==> src/rtl/gx4000_asic_page.sv <==
// ASIC register page for the Plus/GX4000. RMR2 maps the page at 0x4000-0x7FFF.
// The page holds the palette, PRI, SPLT, SSA, SSCR and IVR. Define ASIC_PAL_READBACK_EN to let the CPU read the palette back.
module gx4000_asic_page #(
   parameter int PAL_ENTRIES = 32
) (
   input  logic        clk_sys,
   input  logic        reset,
   input  logic        plus_mode,
   input  logic        asic_valid,
   input  logic [15:0] cpu_addr,
   input  logic [7:0]  cpu_data_in,
   input  logic        cpu_wr,
   input  logic        cpu_rd,
   input  logic        cpu_mreq,
   input  logic        cpu_iorq,
   output logic [7:0]  cpu_data_out,
   output logic        cpu_data_oe,
   output logic        asic_page_en,
   output logic [1:0]  lower_rom_loc,
   output logic [2:0]  lower_rom_bank,
   input  logic [4:0]  pal_rd_idx,
   output logic [11:0] pal_rd_data,
   output logic [7:0]  pri_line,
   output logic [7:0]  splt_line,
   output logic [15:0] ssa,
   output logic [7:0]  sscr,
   output logic [7:0]  ivr
);
   localparam int IDX_W = $clog2(PAL_ENTRIES);

   typedef enum logic {PAGE_OFF, PAGE_ON} page_t;

   page_t       r_state, w_state_nxt;
   logic        r_wr_prev, r_rd_prev;
   logic [1:0]  r_rom_loc;
   logic [2:0]  r_rom_bank;
   logic [11:0] r_pal [PAL_ENTRIES];
   logic [11:0] r_pal_rd;
   logic [7:0]  r_pri, r_splt, r_ssa_hi, r_ssa_lo, r_sscr, r_ivr;
   logic [7:0]  r_rd_data;

   logic             w_wr_edge, w_rd_edge, w_rmr2, w_in_page, w_mem_wr;
   logic             w_pal_hit, w_reg_hit;
   logic [IDX_W-1:0] w_pal_idx;
   logic [7:0]       w_rd_val;

   assign w_wr_edge = cpu_wr & ~r_wr_prev;
   assign w_rd_edge = cpu_rd & ~r_rd_prev;
   assign w_rmr2    = w_wr_edge & cpu_iorq & (cpu_addr[15:8] == 8'h7F) &
                      (cpu_data_in[7:5] == 3'b101) & plus_mode & asic_valid;
   assign w_in_page = (cpu_addr[15:14] == 2'b01);
   // Uses the current page state, so a write racing an asic_valid fall still lands.
   assign w_mem_wr  = asic_page_en & w_wr_edge & cpu_mreq & w_in_page;
   assign w_pal_hit = (cpu_addr[15:6] == 10'h190);
   assign w_reg_hit = (cpu_addr[15:3] == 13'h0D00) & (cpu_addr[2:0] <= 3'd5);
   assign w_pal_idx = cpu_addr[IDX_W:1];

   always_ff @(posedge clk_sys or posedge reset) begin
      if (reset) r_state <= PAGE_OFF;
      else       r_state <= w_state_nxt;
   end

   always_comb begin
      w_state_nxt = r_state;
      if (w_rmr2)
         w_state_nxt = (cpu_data_in[4:3] == 2'b11) ? PAGE_ON : PAGE_OFF;
      else if (!asic_valid || !plus_mode)
         w_state_nxt = PAGE_OFF;
   end

   assign asic_page_en = (r_state == PAGE_ON);

   always_ff @(posedge clk_sys or posedge reset) begin
      if (reset) begin
         r_wr_prev  <= 1'b0;
         r_rd_prev  <= 1'b0;
         r_rom_loc  <= 2'd0;
         r_rom_bank <= 3'd0;
      end else begin
         r_wr_prev <= cpu_wr;
         r_rd_prev <= cpu_rd;
         if (w_rmr2) begin
            r_rom_loc  <= cpu_data_in[4:3];
            r_rom_bank <= cpu_data_in[2:0];
         end
      end
   end

   // The video read samples the array before this edge's write, giving read-before-write.
   always_ff @(posedge clk_sys or posedge reset) begin
      if (reset) begin
         for (int i = 0; i < PAL_ENTRIES; i++) r_pal[i] <= 12'h000;
         r_pal_rd <= 12'h000;
      end else begin
         r_pal_rd <= r_pal[pal_rd_idx];
         if (w_mem_wr && w_pal_hit) begin
            if (cpu_addr[0]) r_pal[w_pal_idx][11:8] <= cpu_data_in[3:0];
            else             r_pal[w_pal_idx][7:0]  <= cpu_data_in;
         end
      end
   end

   always_ff @(posedge clk_sys or posedge reset) begin
      if (reset) begin
         r_pri    <= 8'h00;
         r_splt   <= 8'h00;
         r_ssa_hi <= 8'h00;
         r_ssa_lo <= 8'h00;
         r_sscr   <= 8'h00;
         r_ivr    <= 8'h00;
      end else if (w_mem_wr && w_reg_hit) begin
         case (cpu_addr[2:0])
            3'd0:    r_pri    <= cpu_data_in;
            3'd1:    r_splt   <= cpu_data_in;
            3'd2:    r_ssa_hi <= cpu_data_in;
            3'd3:    r_ssa_lo <= cpu_data_in;
            3'd4:    r_sscr   <= cpu_data_in;
            default: r_ivr    <= cpu_data_in;
         endcase
      end
   end

   always_comb begin
      w_rd_val = 8'hFF;
`ifdef ASIC_PAL_READBACK_EN
      if (w_pal_hit)
         w_rd_val = cpu_addr[0] ? {4'h0, r_pal[w_pal_idx][11:8]} : r_pal[w_pal_idx][7:0];
`endif
   end

   always_ff @(posedge clk_sys or posedge reset) begin
      if (reset)          r_rd_data <= 8'h00;
      else if (w_rd_edge) r_rd_data <= w_rd_val;
   end

   assign cpu_data_oe    = cpu_rd & cpu_mreq & asic_page_en & w_in_page;
   assign cpu_data_out   = cpu_data_oe ? r_rd_data : 8'h00;
   assign lower_rom_loc  = r_rom_loc;
   assign lower_rom_bank = r_rom_bank;
   assign pal_rd_data    = r_pal_rd;
   assign pri_line       = r_pri;
   assign splt_line      = r_splt;
   assign ssa            = {r_ssa_hi, r_ssa_lo};
   assign sscr           = r_sscr;
   assign ivr            = r_ivr;
endmodule

==> config.mk <==
export PLATFORM = sky130hd
export DESIGN_NAME = gx4000_asic_page
export DESIGN_NICKNAME = d
export VERILOG_FILES = /design/src/rtl/gx4000_asic_page.sv
export SDC_FILE = /design/constraint.sdc
export NUM_CORES = 1
export LEC_CHECK = 0
export BUFFER_PORTS_ARGS = -buffer_cell sky130_fd_sc_hd__buf_2
export CELL_PAD_IN_SITES_DETAIL_PLACEMENT = 0
export CELL_PAD_IN_SITES_GLOBAL_PLACEMENT = 1
export CORE_UTILIZATION = 45
export CTS_CLUSTER_SIZE = 30
export DETAILED_ROUTE_END_ITERATION = 8
export PLACE_DENSITY_LB_ADDON = 0.1
export SYNTH_ARGS = -nofsm -noshare
export SYNTH_HDL_FRONTEND = slang
export SYNTH_SLANG_ARGS = --single-unit
==> constraint.sdc <==
create_clock -name clk_sys -period 17.38 [get_ports clk_sys]
set_input_delay 3.476 -clock clk_sys [delete_from_list [all_inputs] [get_ports clk_sys]]
set_output_delay 3.476 -clock clk_sys [all_outputs]
set_load 0.005 [all_outputs]
==> results.py, run 1 <==
metrics = {
    "run_status": {
        "status": "completed",
    },
    "timing": {
        "tns_ns": 0,
        "timing.final.crit_share": 0.4544,
        "hold_viol_final": 0,
        "slew_headroom": 0.2224,
        "rsz0062_at_grt": "no",
        "skew_ns": 0.02263,
        "drv_slew": 0,
        "fmax_mhz": 126.6,
        "setup_violations": 0,
        "post-route-min-period_ns": 7.897,
        "tightestPinTransition_ns": 1.166,
    },
    "yosys": {
        "synthDistinctLibCells": 45,
        "postSynthAreaPerCell_um2": 13.57,
        "yosysSeqAreaShare": 0.5506,
        "ys_warn_count": 0,
        "syn-num-nets": 1554,
        "ys_seq_elements": 453,
        "synth_area_um2": 20590,
        "synthCells": 1517,
    },
    "floorplanning": {
        "die_w_um": 215.9,
        "chipHeight_um": 215.9,
        "io_pins": 112,
        "initial_core_util": 0.4547,
        "std_cell_rows": 78,
        "dieArea_um2": 46610,
        "coreArea_um2": 45280,
    },
    "detailed_routing": {
        "wire_per_inst_um": 23.36,
        "num_vias": 12450,
        "postRouteAntennaNets": 0,
        "routed_wl_um": 51970,
        "via_per_inst": 5.595,
        "dr.pass1.iters": 4,
        "drcViolationCount": 0,
        "first_iter_violations": 705,
    },
    "global_route": {
        "grt_pass1_wl_um": 81100,
        "gr-total-overflow": 0,
        "track_usage": 0.2289,
        "grt_max_degree": 181,
        "first_global_vias": 13070,
        "antenna_found_initial": 0,
    },
    "cells_and_area": {
        "drive_gt1_frac": 0.4197,
        "multi_input_area_um2": 8810,
        "syn_to_final_growth_pct": 13.36,
        "nFillCells": 3971,
        "n_antenna_cell": 0,
        "fin_nets": 1620,
        "postLayoutCoreUtil": 0.5154,
        "final_cells": 2225,
        "final-seq-area_um2": 11340,
    },
    "worst_setup_path": {
        "crit_path_end_kind": "primary output",
        "rr_endpoint": "r_pal[248]",
        "startpoint_type": "input port",
        "cp.required_ns": 13.90,
        "worstPathMaxFanout": 8,
        "ff2ff_path_depth": 4,
        "crit_type": "input port to primary output",
        "arrival_ns": 4.42,
        "r2r_slack_ns": 14.11,
        "r2r-start": "r_wr_prev",
    },
    "power": {
        "leakage_nw": 11.83,
        "powerDensity_nw_per_um2": 97.84,
        "power_mw": 2.284,
        "irDropWorstVdd_mv": 0.06828,
    },
    "flow_run": {
        "maxCapViolCount": 0,
    },
    "placed_design": {
        "gp_congestion": 0.7603,
        "port_buffers": 111,
        "dp_hpwl_um": 31120,
        "placed_cells": 2130,
    },
    "clock_network": {
        "clock_tree.root_cell": "clkbuf_16",
        "clk_latency_ns": 0.59,
        "post_cts_resized": 0,
        "clock_path_buffers": 3,
        "cts_hold_buf": 0,
        "cts_setup_buffers": 0,
        "htree_levels": 2,
        "cts.sinks": 453,
        "cts_tree": "built",
        "clkSlewWorstSetupHoldPaths_ns": 0.06,
        "cts_made_buffers": 51,
    },
    "worst_hold_path": {
        "hp-start": "r_rd_data[0]",
        "hold_path_depth": 1,
        "hold_path_end": "r_rd_data[0]",
        "hold_class": "flop to flop",
    },
}
cells in the mapped netlist (all sizes together):
library cell | number | share of area
nor2 | 58 | 0.013
buf | 29 | 0.0070
nor4bb | 1 | 0.00049
nand2b | 3 | 0.00091
clkbuf | 83 | 0.015
mux2i | 192 | 0.093
and2 | 6 | 0.0018
o21ai | 1 | 0.00024
or4bb | 1 | 0.00055
a21o | 1 | 0.00036
a31oi | 12 | 0.0036
nor2b | 3 | 0.00091
a22oi | 48 | 0.018
and4b | 1 | 0.00049
nand3b | 4 | 0.0015
or3b | 3 | 0.0013
and4 | 1 | 0.00043
nor4 | 2 | 0.0013
nor3 | 19 | 0.0053
nor3b | 5 | 0.0021
a21oi | 24 | 0.0058
and3 | 3 | 0.00091
nand2 | 44 | 0.0086
nor4b | 1 | 0.00043
inv | 3 | 0.00055
nand4 | 18 | 0.0058
a22o | 24 | 0.010
or4 | 2 | 0.00073
nand3 | 29 | 0.0070
nand4b | 3 | 0.0016
mux2 | 437 | 0.24
or2 | 1 | 0.00030
dfrtp | 453 | 0.55
or3 | 2 | 0.00061
stage by stage:
stage / hold WS, ns / area [um2] / setup WS, ns
global route: 0.4863 / 23340 / 9.433
finish: 0.4611 / 23340 / 9.483
detailed placement: 0.4517 / 21610 / 9.475
CTS: 0.4645 / 23340 / 9.473
global placement: 0.4410 / 21610 / 9.533
floorplan: 0.4203 / 20590 / 1.277
logic make-up after synthesis:
| logic type | synth area share |
|---|---|
| muxes | 0.3324 |
| DFF | 0.5506 |
| buffers and inverters | 0.02267 |
| AOI/OAI and AO/OA | 0.03780 |
| and+or+nand+nor | 0.05658 |
report_power, final:
group          switching (mW)  total, mW  internal (mW)  leakage [nW]
clock                   0.431       1.10          0.671         0.856
sequential            0.00155       1.06           1.06          6.31
combinational          0.0896      0.121         0.0317          4.66
total                   0.523       2.28           1.76          11.8
metal layers:
layer,share of wire,up-vias,GRT usage
met1,0.48,6504,0.3338
met3,0.049,62,0.04383
met2,0.45,240,0.3475
met5,0,-,0
met4,0.019,0,0.06455
li1,-,5643,-
worst max path at each step:
stage | startpoint | to | depth (start not counted)
2_1_floorplan | reset | asic_page_en | 1
3_3_place_gp | cpu_addr[15] | cpu_data_out[2] | 4
3_5_place_dp | cpu_addr[15] | cpu_data_out[3] | 4
4_1_cts | cpu_addr[15] | cpu_data_out[3] | 4
5_1_grt | cpu_addr[15] | cpu_data_out[5] | 4
6_report | cpu_addr[15] | cpu_data_out[3] | 4
flip-flops by register name (all words and copies together) (netlist names):
signal	flops
r_pal	384
lower_rom_bank	3
lower_rom_loc	2
sscr	8
asic_page_en	1
r_wr_prev	1
pri_line	8
pal_rd_data	12
r_rd_prev	1
splt_line	8
r_ssa_hi	8
ivr	8
r_ssa_lo	8
r_rd_data	1
cell type report:
cell class,count,share of cell area
multi-input combinational,949,0.3775
timing repair buffer,125,0.02981
tap,600,0.03216
clock inverter,19,0.009703
clock buffer,76,0.06438
inverter,3,0.0008041
sequential,453,0.4857
worst max-delay path, stage by stage:
cell	delay [ns]
buf_2	0.11
and4b_1	0.37
and3_1	0.31
buf_2	0.15
layout by cell type, fill, tap and decap left out, types with 2 or more instances in the layout:
master	netlist	routed
a21oi_1	24	24
a22o_1	24	24
a22oi_1	48	48
a31oi_1	12	12
and2_1	5	4
and3_1	3	3
buf_12	0	2
buf_2	7	110
buf_4	7	12
bufinv_16	0	5
clkbuf_1	83	14
clkbuf_16	0	53
clkbuf_8	0	9
clkinv_2	0	12
dfrtp_1	453	453
inv_1	3	2
mux2_1	6	6
mux2_2	431	431
mux2i_1	192	192
nand2_1	39	39
nand2_2	5	5
nand2b_1	3	3
nand3_1	29	29
nand3b_1	4	4
nand4_1	17	17
nand4b_1	2	2
nor2_1	34	33
nor2_2	24	24
nor2b_4	0	2
nor3_1	16	16
nor3_2	3	3
nor3b_1	4	4
or3_1	2	2
or3b_2	3	3
or4_1	2	2
(Power assumes the default switching activity.)
==> inputs of run 2 (changes only) <==
clock period = 6.6 ns   (was 17.38 ns; I/O delays follow)
==> run 2 against run 1 <==
Net effect: first-iteration DRC count down 0.43%; sequential share of layout area about the same; final cell count unchanged; sequential cell count unchanged; clock skew about the same; critical endpoint is now cpu_data_out[2]; largest cell class unchanged.
==> results.py, run 2 (synthesis gave the netlist of run 1 again) <==
metrics = {
    "run_status": {
        "status": "completed",
    },
    "clock_network": {
        "cts_setup_buffers": 0,
        "clock_tree.root_cell": "clkbuf_16",
        "htree_levels": 2,
        "cts_tree": "built",
        "post_cts_resized": 0,
        "cts_hold_buf": 0,
        "clk_latency_ns": 0.59,
        "cts_made_buffers": 50,
        "cts.sinks": 453,
        "clkSlewWorstSetupHoldPaths_ns": 0.06,
        "clock_path_buffers": 3,
    },
    "cells_and_area": {
        "final-seq-area_um2": 11340,
        "nFillCells": 4017,
        "top_register": "r_pal",
        "drive_gt1_frac": 0.4198,
        "fin_nets": 1618,
        "final_cell_mix": "453 x dfrtp_1, 431 x mux2_2, 192 x mux2i_1",
        "syn_to_final_growth_pct": 13.41,
        "fin_area_um2": 23350,
        "final_cells": 2225,
        "postLayoutCoreUtil": 0.5156,
        "final_common_cell": "dfrtp_1",
        "multi_input_area_um2": 8810,
        "largest_register_ffs": 384,
    },
    "detailed_routing": {
        "num_vias": 12530,
        "postRouteAntennaNets": 0,
        "drcViolationCount": 0,
        "routed_wl_um": 52440,
        "wire_per_inst_um": 23.57,
        "via_per_inst": 5.630,
        "first_iter_violations": 702,
        "dr.pass1.iters": 4,
    },
    "placed_design": {
        "placed_cells": 2129,
        "dpl-instance-area_um2": 21620,
        "gp_congestion": 0.7544,
        "dp_hpwl_um": 31780,
        "port_buffers": 111,
        "pre_cts_ws_ns": 2.460,
    },
    "timing": {
        "drv_slew": 0,
        "timing.final.crit_share": 0.5416,
        "layout_setup_ws_ns": 3.026,
        "tightestPinTransition_ns": 1.096,
        "setup_violations": 0,
        "skew_ns": 0.02224,
        "hold_viol_final": 0,
        "fmax_mhz": 279.8,
        "fin_hold_ws_ns": 0.4556,
        "post-route-min-period_ns": 3.574,
        "tns_ns": 0,
        "rsz0062_at_grt": "no",
        "slew_headroom": 0.2693,
    },
    "worst_setup_path": {
        "cpMostUsedCell": "buf_2",
        "cp.required_ns": 5.28,
        "cp_top_family": "simple AND/OR/NAND/NOR gates",
        "crit_type": "input port to primary output",
        "slowest_delay_ns": 0.38,
        "worst_path_max_delay_cell": "and4b_1",
        "crit_buf_inv": 2,
        "worstPathMaxFanout": 8,
        "crit_path_end_kind": "primary output",
        "path_cells": "buf_2, and4b_1, and3_1, buf_2",
        "startpoint_type": "input port",
        "r2r_slack_ns": 3.50,
        "arrival_ns": 2.25,
    },
    "floorplanning": {
        "die_w_um": 215.9,
        "initial_core_util": 0.4547,
        "std_cell_rows": 78,
        "coreArea_um2": 45280,
        "dieArea_um2": 46610,
        "chipHeight_um": 215.9,
        "io_pins": 112,
    },
    "power": {
        "irDropWorstVdd_mv": 0.1710,
        "power_mw": 6.013,
        "leakage_nw": 11.82,
        "powerDensity_nw_per_um2": 257.5,
    },
    "global_route": {
        "track_usage": 0.2312,
        "grt_pass1_wl_um": 82620,
        "gr-total-overflow": 0,
        "grt_max_degree": 159,
        "first_global_vias": 13450,
        "antenna_found_initial": 4,
    },
    "flow_run": {
        "maxCapViolCount": 0,
    },
    "worst_hold_path": {
        "hold_class": "flop to flop",
    },
}
## run 2: layer usage
layer | share of wire | GRT usage | vias up
met5 | 0 | 0 | -
met4 | 0.023 | 0.06784 | 0
met3 | 0.044 | 0.04031 | 68
met2 | 0.47 | 0.3687 | 228
met1 | 0.47 | 0.3232 | 6586
li1 | - | - | 5644
## run 2: worst register-to-register path: stages, from the launching register on
cell and delay, ns:
dfrtp_1 0.37, nor4bb_1 0.82, nand4_1 0.84, nor2_1 0.57, mux2_2 0.39
## run 2: final cells by class
cell class,instances,area share
Inverter,3,0.0006430
Timing Repair Buffer,124,0.03054
Multi-Input combinational cell,949,0.3773
Clock buffer,72,0.06232
Antenna cell,5,0.0005358
Clock inverter,19,0.01104
Tap cell,600,0.03215
Sequential cell,453,0.4855
## run 2: power breakdown
part	internal, mW	leakage, nW	total [mW]	switching [mW]
registers	2.79	6.31	2.79	0.00253
logic	0.0841	4.66	0.324	0.240
clock network	1.76	0.848	2.90	1.14
total	4.63	11.8	6.01	1.38
## run 2: path summary, 6_finish.rpt
| kind | startpoint | end | depth (start not counted) |
|---|---|---|---|
| setup / recovery | cpu_addr[15] | cpu_data_out[2] | 4 |
| min in group asynchronous | reset | pal_rd_data[2] | 2 |
| hold / removal | r_rd_data[0] | r_rd_data[0] | 1 |
| hold reg to reg | r_rd_data[0] | r_rd_data[0] | 1 |
| max in group asynchronous | reset | lower_rom_bank[1] | 3 |
| setup reg to reg | r_wr_prev | r_pal[106] | 4 |
